==> config.mk <==
export PLATFORM = sky130hd
export DESIGN_NAME = adder_share_arbiter
export DESIGN_NICKNAME = d
export VERILOG_FILES = /design/src/rtl/adder_share_arbiter.sv
export SDC_FILE = /design/constraint.sdc
export NUM_CORES = 1
export LEC_CHECK = 0
export ABC_AREA = 1
export BUFFER_PORTS_ARGS = -buffer_cell sky130_fd_sc_hd__clkbuf_2
export CAP_MARGIN = 20
export CORE_AREA = 4 4 115 172
export CTS_BUF_LIST = sky130_fd_sc_hd__clkbuf_4 sky130_fd_sc_hd__clkbuf_8
export CTS_CLUSTER_DIAMETER = 40
export DETAILED_ROUTE_END_ITERATION = 10
export DIE_AREA = 0 0 119 176
export PLACE_DENSITY = 0.83
export RECOVER_POWER = 50
export SYNTH_ARGS = -nofsm -noshare
export SYNTH_HDL_FRONTEND = slang
export SYNTH_SLANG_ARGS = --single-unit
==> constraint.sdc <==
create_clock -name clk -period 2.95 [get_ports clk]
set_clock_uncertainty 0.05 [all_clocks]
set_input_delay 0 -clock clk [delete_from_list [all_inputs] [get_ports clk]]
set_output_delay 0 -clock clk [all_outputs]
set_load 0.05 [all_outputs]
==> src/rtl/adder_share_arbiter.sv <==
// Shares one (WIDTH+1)-bit adder among NREQ requesters with a registered one-hot grant
// and a valid/ready result channel. Define ADDER_ARB_FIXED_PRIO_EN for fixed priority.
module adder_share_arbiter #(
    parameter int NREQ  = 4,
    parameter int WIDTH = 32,
    parameter int IDW   = 2
) (
    input  logic                  clk,
    input  logic                  rst_n,
    input  logic [NREQ-1:0]       req,
    input  logic [NREQ*WIDTH-1:0] a_flat,
    input  logic [NREQ*WIDTH-1:0] b_flat,
    input  logic [NREQ-1:0]       cin,
    output logic [NREQ-1:0]       gnt,
    output logic                  rsp_valid,
    input  logic                  rsp_ready,
    output logic [IDW-1:0]        rsp_id,
    output logic [WIDTH-1:0]      rsp_sum,
    output logic                  rsp_cout,
    output logic                  busy
);

    typedef enum logic [1:0] {
        S_IDLE,
        S_CALC,
        S_RESP
    } state_t;

    state_t             r_state;
    state_t             w_next;
    logic [IDW-1:0]     r_ptr;
    logic [IDW-1:0]     w_winner;
    logic               w_found;
    int unsigned        w_idx;
    logic [WIDTH-1:0]   w_a_arr [NREQ];
    logic [WIDTH-1:0]   w_b_arr [NREQ];
    logic [WIDTH-1:0]   r_op_a;
    logic [WIDTH-1:0]   r_op_b;
    logic               r_op_cin;
    logic [NREQ-1:0]    r_gnt;
    logic               r_rsp_valid;
    logic [IDW-1:0]     r_rsp_id;
    logic [WIDTH-1:0]   r_rsp_sum;
    logic               r_rsp_cout;

    for (genvar k = 0; k < NREQ; k++) begin : g_unpack
        assign w_a_arr[k] = a_flat[k*WIDTH +: WIDTH];
        assign w_b_arr[k] = b_flat[k*WIDTH +: WIDTH];
    end

    // Search starts at r_ptr and wraps; fixed priority simply keeps r_ptr at 0.
    always_comb begin
        w_found  = 1'b0;
        w_winner = '0;
        w_idx    = 0;
        for (int unsigned i = 0; i < NREQ; i++) begin
            w_idx = i + 32'(r_ptr);
            if (w_idx >= NREQ) begin
                w_idx = w_idx - NREQ;
            end
            if (!w_found && req[IDW'(w_idx)]) begin
                w_found  = 1'b1;
                w_winner = IDW'(w_idx);
            end
        end
    end

    always_comb begin
        w_next = r_state;
        busy   = (r_state != S_IDLE);
        case (r_state)
            S_IDLE:  if (w_found) w_next = S_CALC;
            S_CALC:  w_next = S_RESP;
            S_RESP:  if (rsp_ready) w_next = S_IDLE;
            default: w_next = S_IDLE;
        endcase
    end

    always_ff @(posedge clk or negedge rst_n) begin
        if (!rst_n) begin
            r_state <= S_IDLE;
        end else begin
            r_state <= w_next;
        end
    end

    always_ff @(posedge clk or negedge rst_n) begin
        if (!rst_n) begin
            r_ptr       <= '0;
            r_op_a      <= '0;
            r_op_b      <= '0;
            r_op_cin    <= 1'b0;
            r_gnt       <= '0;
            r_rsp_valid <= 1'b0;
            r_rsp_id    <= '0;
            r_rsp_sum   <= '0;
            r_rsp_cout  <= 1'b0;
        end else begin
            r_gnt <= '0;
            case (r_state)
                S_IDLE: begin
                    if (w_found) begin
                        r_gnt    <= NREQ'(1) << w_winner;
                        r_op_a   <= w_a_arr[w_winner];
                        r_op_b   <= w_b_arr[w_winner];
                        r_op_cin <= cin[w_winner];
                        r_rsp_id <= w_winner;
                    end
                end
                S_CALC: begin
                    {r_rsp_cout, r_rsp_sum} <= {1'b0, r_op_a} + {1'b0, r_op_b}
                                               + (WIDTH+1)'(r_op_cin);
                    r_rsp_valid <= 1'b1;
                end
                S_RESP: begin
                    if (rsp_ready) begin
                        r_rsp_valid <= 1'b0;
`ifdef ADDER_ARB_FIXED_PRIO_EN
                        r_ptr <= '0;
`else
                        r_ptr <= (r_rsp_id == IDW'(NREQ-1)) ? '0 : r_rsp_id + 1'b1;
`endif
                    end
                end
                default: ;
            endcase
        end
    end

    assign gnt       = r_gnt;
    assign rsp_valid = r_rsp_valid;
    assign rsp_id    = r_rsp_id;
    assign rsp_sum   = r_rsp_sum;
    assign rsp_cout  = r_rsp_cout;

endmodule

# --- After elaboration in Yosys (flattened, before gate mapping) ---
# Index checks and enable logic that the tools add are counted.
# W data, S select, Z words.
totals:
  register_bits: 109
  elab_cells: 86
  input_bits: 267
classes:
  n_lt_le_gt_ge: 10
  reduce_logical: 13
  bitwise: 1
  shift: 1
  muxes: 36
  add_sub_neg: 10
  eq_ne: 5
ops:
  columns: ["operator", "count"]
  rows:
  - ["$bmux W32 S2", 2]
  - ["$mux W32", 4]
  - ["$add A32 B32 Y33", 1]
  - ["$add A33 B1 Y33", 1]
  - ["$mux W2", 11]
  - ["$lt A2 B3 Y1 const B", 5]
  - ["$ge A3 B3 Y1 const B", 4]
  - ["$bmux W1 S2", 5]
  - ["$mux W1", 10]
  - ["$mux W4", 2]
  - ["$reduce_and A2 Y1", 4]
  - ["$sub A2 B1 Y2 const B", 4]
  - ["$add A2 B2 Y3 const A", 2]
  - ["$pmux W2 S3", 1]
  - ["$eq A2 B2 Y1 const B", 2]
  - ["$ne A2 B2 Y1 const B", 2]
  - ["$reduce_bool A2 Y1", 2]
  - ["$shl A1 B2 Y4 const A", 1]
  - ["$add A1 B2 Y3 const A", 1]
  - ["$ge A2 B3 Y1 const B", 1]
  - ["$logic_and A1 B1 Y1", 3]
  - ["$logic_not A1 Y1", 3]
  - ["$not A2 Y3", 1]
  - ["$add A2 B1 Y2 const B", 1]
  - ["other kinds (3)", 3]

# --- Logic depth before layout (Yosys ltp) ---
depth:
  ltp_word: 18
  ltp_mapped: 16

# --- Worst setup path after synthesis ---
# OpenSTA, ideal clock, no wires.
synth_timing:
  kind: "reg-to-reg"
  start: "register r_op_a[0]"
  end: "register r_rsp_sum[24], in the netlist rsp_sum[24]"
  arrival_time_ps: 2129
  path_buffers: 0
  stages_incl_launch_ff: 12
  period_less_slack_ps: 2297
  path_slack_ps: 653
  setup_ps: 118
  path_cell_list: "dfrtp_1 fa_1 fa_1 nand2_1 o21ai_0 nand2_1 nand2_1 nand4_1 nand3_1 or2_2 nand3_1 nand2_1"
synth_between:
  elab_chain_cells: 2
synth_lines:
  columns: ["element", "line", "text"]
  rows:
  - ["from (decl)", "37", "logic [WIDTH-1:0] r_op_a;"]
  - ["from (signal assigned)", "104", "r_op_a <= w_a_arr[w_winner];"]
  - ["$add A32 B32 Y33", "111", "{r_rsp_cout, r_rsp_sum} <= {1'b0, r_op_a} + {1'b0, r_op_b}"]
  - ["$add A33 B1 Y33", "112", "+ (WIDTH+1)'(r_op_cin);"]
  - ["to (signal assigned)", "111", null]
  - ["to (decl)", "43", "logic [WIDTH-1:0] r_rsp_sum;"]
# Every way passes these cells.
# A chain may end at the register's enable or synchronous reset.

# --- Worst setup path in the final report ---
layout_timing:
  start: "register r_ptr[0]"
  end: "register r_op_a[0]"
layout_between:
  elab_chain_cells: 18
layout_lines:
  columns: ["element", "line", "text"]
  rows:
  - ["from (decl)", "31", "logic [IDW-1:0] r_ptr;"]
  - ["from (signal assigned)", "121", "r_ptr <= (r_rsp_id == IDW'(NREQ-1)) ? '0 : r_rsp_id + 1'b1;"]
  - ["parallel branches: the longest is 18 deep, another holds $add A1 B2 Y3", null, null]
# Several ways; the timed one is not identified. The select of a mux whose other input is x is not followed.

==> impl_summary.txt <==
----------------------------------------------------
[STA]
  Setup TNS after final layout ... 0 ns
  Highest Clock Rate ... 366 MHz
  Worst Tran Pin Value ... 1.38 ns
  Max-slew headroom ... 8.07%
  Setup repair after global routing missed its margin ... false
  Tcrit/Tclk final ... 92.6%
  Final Setup Violations ... 0
  Worst hold margin ... -0.0142 ns
  Min Clock Period, post-route ... 2.73 ns
  Final number of max-transition violations ... 0
  Fin. Hold Viols ... 7

[CTS]
  Clock tree from TritonCTS ... built
  Post-CTS Setup Inserts ... 0
  Clock root buffer master ... clkbuf_8
  Htree depth ... 3
  Clock insertion delay at the later pin of the skew report ... 0.39 ns
  Clock slew at the register clock pins of the worst setup and hold paths ... 0.11 ns
  Buffer depth of the longest clock path ... 2
  Clock Sink Count ... 109
  TritonCTS Buffers ... 9

[Pwr]
  Cell area power density ... 1390 nW/um2
  Total leakage power ... 7.47 nW
  Worst ir drop on vdd ... 1.17 mV

[Placed design]
  Placed cell area ... 11,500 um2
  Number of placed instances, taps included ... 2,122
  Input/output buffers ... 307
  Final HPWL from detailed placement ... 26.6 mm
  GP Congestion ... 0.968

[Setup path]
  Req. time, crit path ... 3.19 ns
  Arrival @ worst endpoint ... 2.97 ns
  Start of the worst register-to-register path ... r_ptr[0]$_DFFE_PN0P_
  End point of the critical path ... r_op_a[0]$_DFFE_PN0P_
  Reg-to-reg slack, setup ... 0.22 ns
  Startpoint of the most critical setup path ... r_ptr[0]$_DFFE_PN0P_
  Critical R2R Capture ... r_op_a[0]$_DFFE_PN0P_
  Type of the worst setup path ... reg2reg
  CP endpoint kind ... register
  Type of origin of the critical path ... register
  Max FO, Critical Path ... 36
  Worst Reg2Reg Path Length in Cells ... 13

[Global routing]
  Number of antenna violations at the first check in global routing ... 2
  Global route total overflow ... 0
  Pin count of the biggest net entering global routing ... 71
  Wire length of the first global-routing pass ... 54.1 mm
  Vias in the first global route ... 10,900
  Global-route usage over all layers ... 31.9%

[Routing]
  Total number of vias ... 11,700
  Average via count per standard cell ... 5.36
  Remaining DRCs ... 0
  Residual antenna-violating net count after detailed routing ... 0
  Number of detailed-routing iterations run before antenna repair ... 6
  Routed len/inst ... 15.7 um
  Detailed router's first-iteration violation count ... 950
  Final wirelength ... 34.3 mm

[Final layout]
  Post-layout utilization of the core ... 65.4%
  Final net count ... 2,224
  Syn-to-layout area delta ... 23.3%
  Leading cell type in the layout, fill and taps excluded ... nand2_1
  Count of non-filler cells in the finished layout ... 2,183
  Proportion of layout cells with a drive suffix above 1 ... 17.6%
  Filler cell count ... 1,745
  Commonest non-fill, non-tap cells in the layout ... 575 x nand2_1, 317 x inv_1, 287 x clkbuf_2
  Total non-filler cell area in the finished layout ... 12,000 um2

[Floorplan]
  DIE HEIGHT ... 176 um
  Starting utilization of the core area ... 53.1%
  Die Wd ... 119 um
  Area of the die ... 20,900 um2
  Placeable Area ... 18,400 um2
  Cell row count ... 61
  Number of top-level pins ... 308

[Yosys]
  Number of flops mapped to enable cells by yosys ... 0
  Ys flop type ... dfrtp_1
  Flip-flop and latch count after synthesis ... 109
  Mean instance size in the synthesized netlist ... 5.99 um2
  Number of nets in the synthesized netlist ... 1,931
  Share of async-settable or async-resettable flops after synthesis ... 100%
  Synth warn ... 0
  Count of distinct cell types in the synthesized netlist ... 34
  Sequential-to-total area share from yosys stat ... 27.9%
  Post-Synthesis Cell Area ... 9760 um2
  Mapped Cells ... 1,630

[Status]
  Violations in the final reports ... hold timing
  Status ... complete, but fails checks

[Hold path]
  Hold WC Path Type ... in2reg

[Flow run]
  Total of max-cap violations ... 0

----------------------------------------------------
worst max-delay path: stages (launching register included):
cell and delay [ns]:
dfrtp_1 0.60, inv_2 0.17, nand2_1 0.12, nand3_1 0.10
nand2_1 0.15, clkinv_1 0.14, nand3_4 0.26, buf_12 0.26
buf_4 0.22, nand4_1 0.12, nand3_1 0.12, nand2_1 0.09
nand2_1 0.14, nand2_1 0.07
timing repair:
action	CTS	global route
endpoints found under the setup margin	0	0
endpoints found under the hold margin	71	0
hold buffers	42	0
gates resized for setup	0	0
metal layers:
layer | part of all wire, % | global-route usage, %
met1 | 38 | 39.7
met5 | 0 | 0
met2 | 48 | 54.1
met3 | 6.8 | 3.17
met4 | 6.5 | 17.7
where the power goes:
group	switching [W]	internal [W]	total (W)
logic	0.00892	0.00406	0.0130
clock network	0.000553	0.000321	0.000874
registers	0.000613	0.00229	0.00290
sequential cells by signal, summed over array words and instances, names as in the netlist, 2 cells and up:
register / cells
rsp_id: 2
gnt: 4
rsp_sum: 32
r_state: 2
r_ptr: 2
r_op_b: 32
r_op_a: 32
Yosys cell counts, types with 21 or more instances:
master	instances	area share, %
ha_1	32	4.1
nor2_1	52	2.0
nand4_1	138	8.8
nand2_1	576	22
o21ai_0	38	1.9
clkbuf_1	21	0.81
nand3_1	178	9.1
buf_2	48	2.5
dfrtp_1	109	28
inv_1	317	12
a21oi_1	40	2.1
worst min-delay path by stage:
stage | startpoint | end | slack (ns) | cells after the start
after global routing | cin[2] | r_op_cin$_DFFE_PN0P_ | 0.02 | 7
after detailed placement | rst_n | rsp_sum[27]$_DFFE_PN0P_ | 0.003 | 1
final | b_flat[7] | r_op_b[7]$_DFFE_PN0P_ | -0.01 | 7
after global placement | rst_n | rsp_sum[23]$_DFFE_PN0P_ | 0.009 | 1
after CTS | b_flat[90] | r_op_b[26]$_DFFE_PN0P_ | 0.0002 | 7
after floorplan | rst_n | gnt[0]$_DFF_PN0_ | -0.35 | 0
logic make-up (layout without fill, tap and decap cells):
group / after synthesis / after routing / share of synthesized area, %
compound gates: 96 / 96 / 5.37
simple gates: 965 / 965 / 43.6
fa+ha+maj: 34 / 34 / 4.51
flops: 109 / 109 / 27.9
other cells: 0 / 3 / 0
buf+inv: 413 / 711 / 17.5
xor+xnor: 13 / 13 / 1.17
final cells by class:
type                    instances  area, um2  share of cell area [%]
flip-flops and latches        109       2730                    22.7
repair buffers                374       2240                    18.6
inverters                     321       1200                    10.0
multi-input cells            1108       5360                    44.5
clock inverters                 7       56.3                   0.468
clock buffers                   9        124                    1.03
diodes                          3       7.51                  0.0624
well taps                     252        315                    2.62
per-stage QoR:
stage | total power [W] | setup WS, ns
global placement | 0.0155 | 0.329
CTS | 0.0166 | 0.257
finish | 0.0168 | 0.217
global route | 0.0184 | 0.0318
detailed placement | 0.0157 | 0.271
floorplan | 0.0124 | 0.653
(Power assumes the default switching activity.)
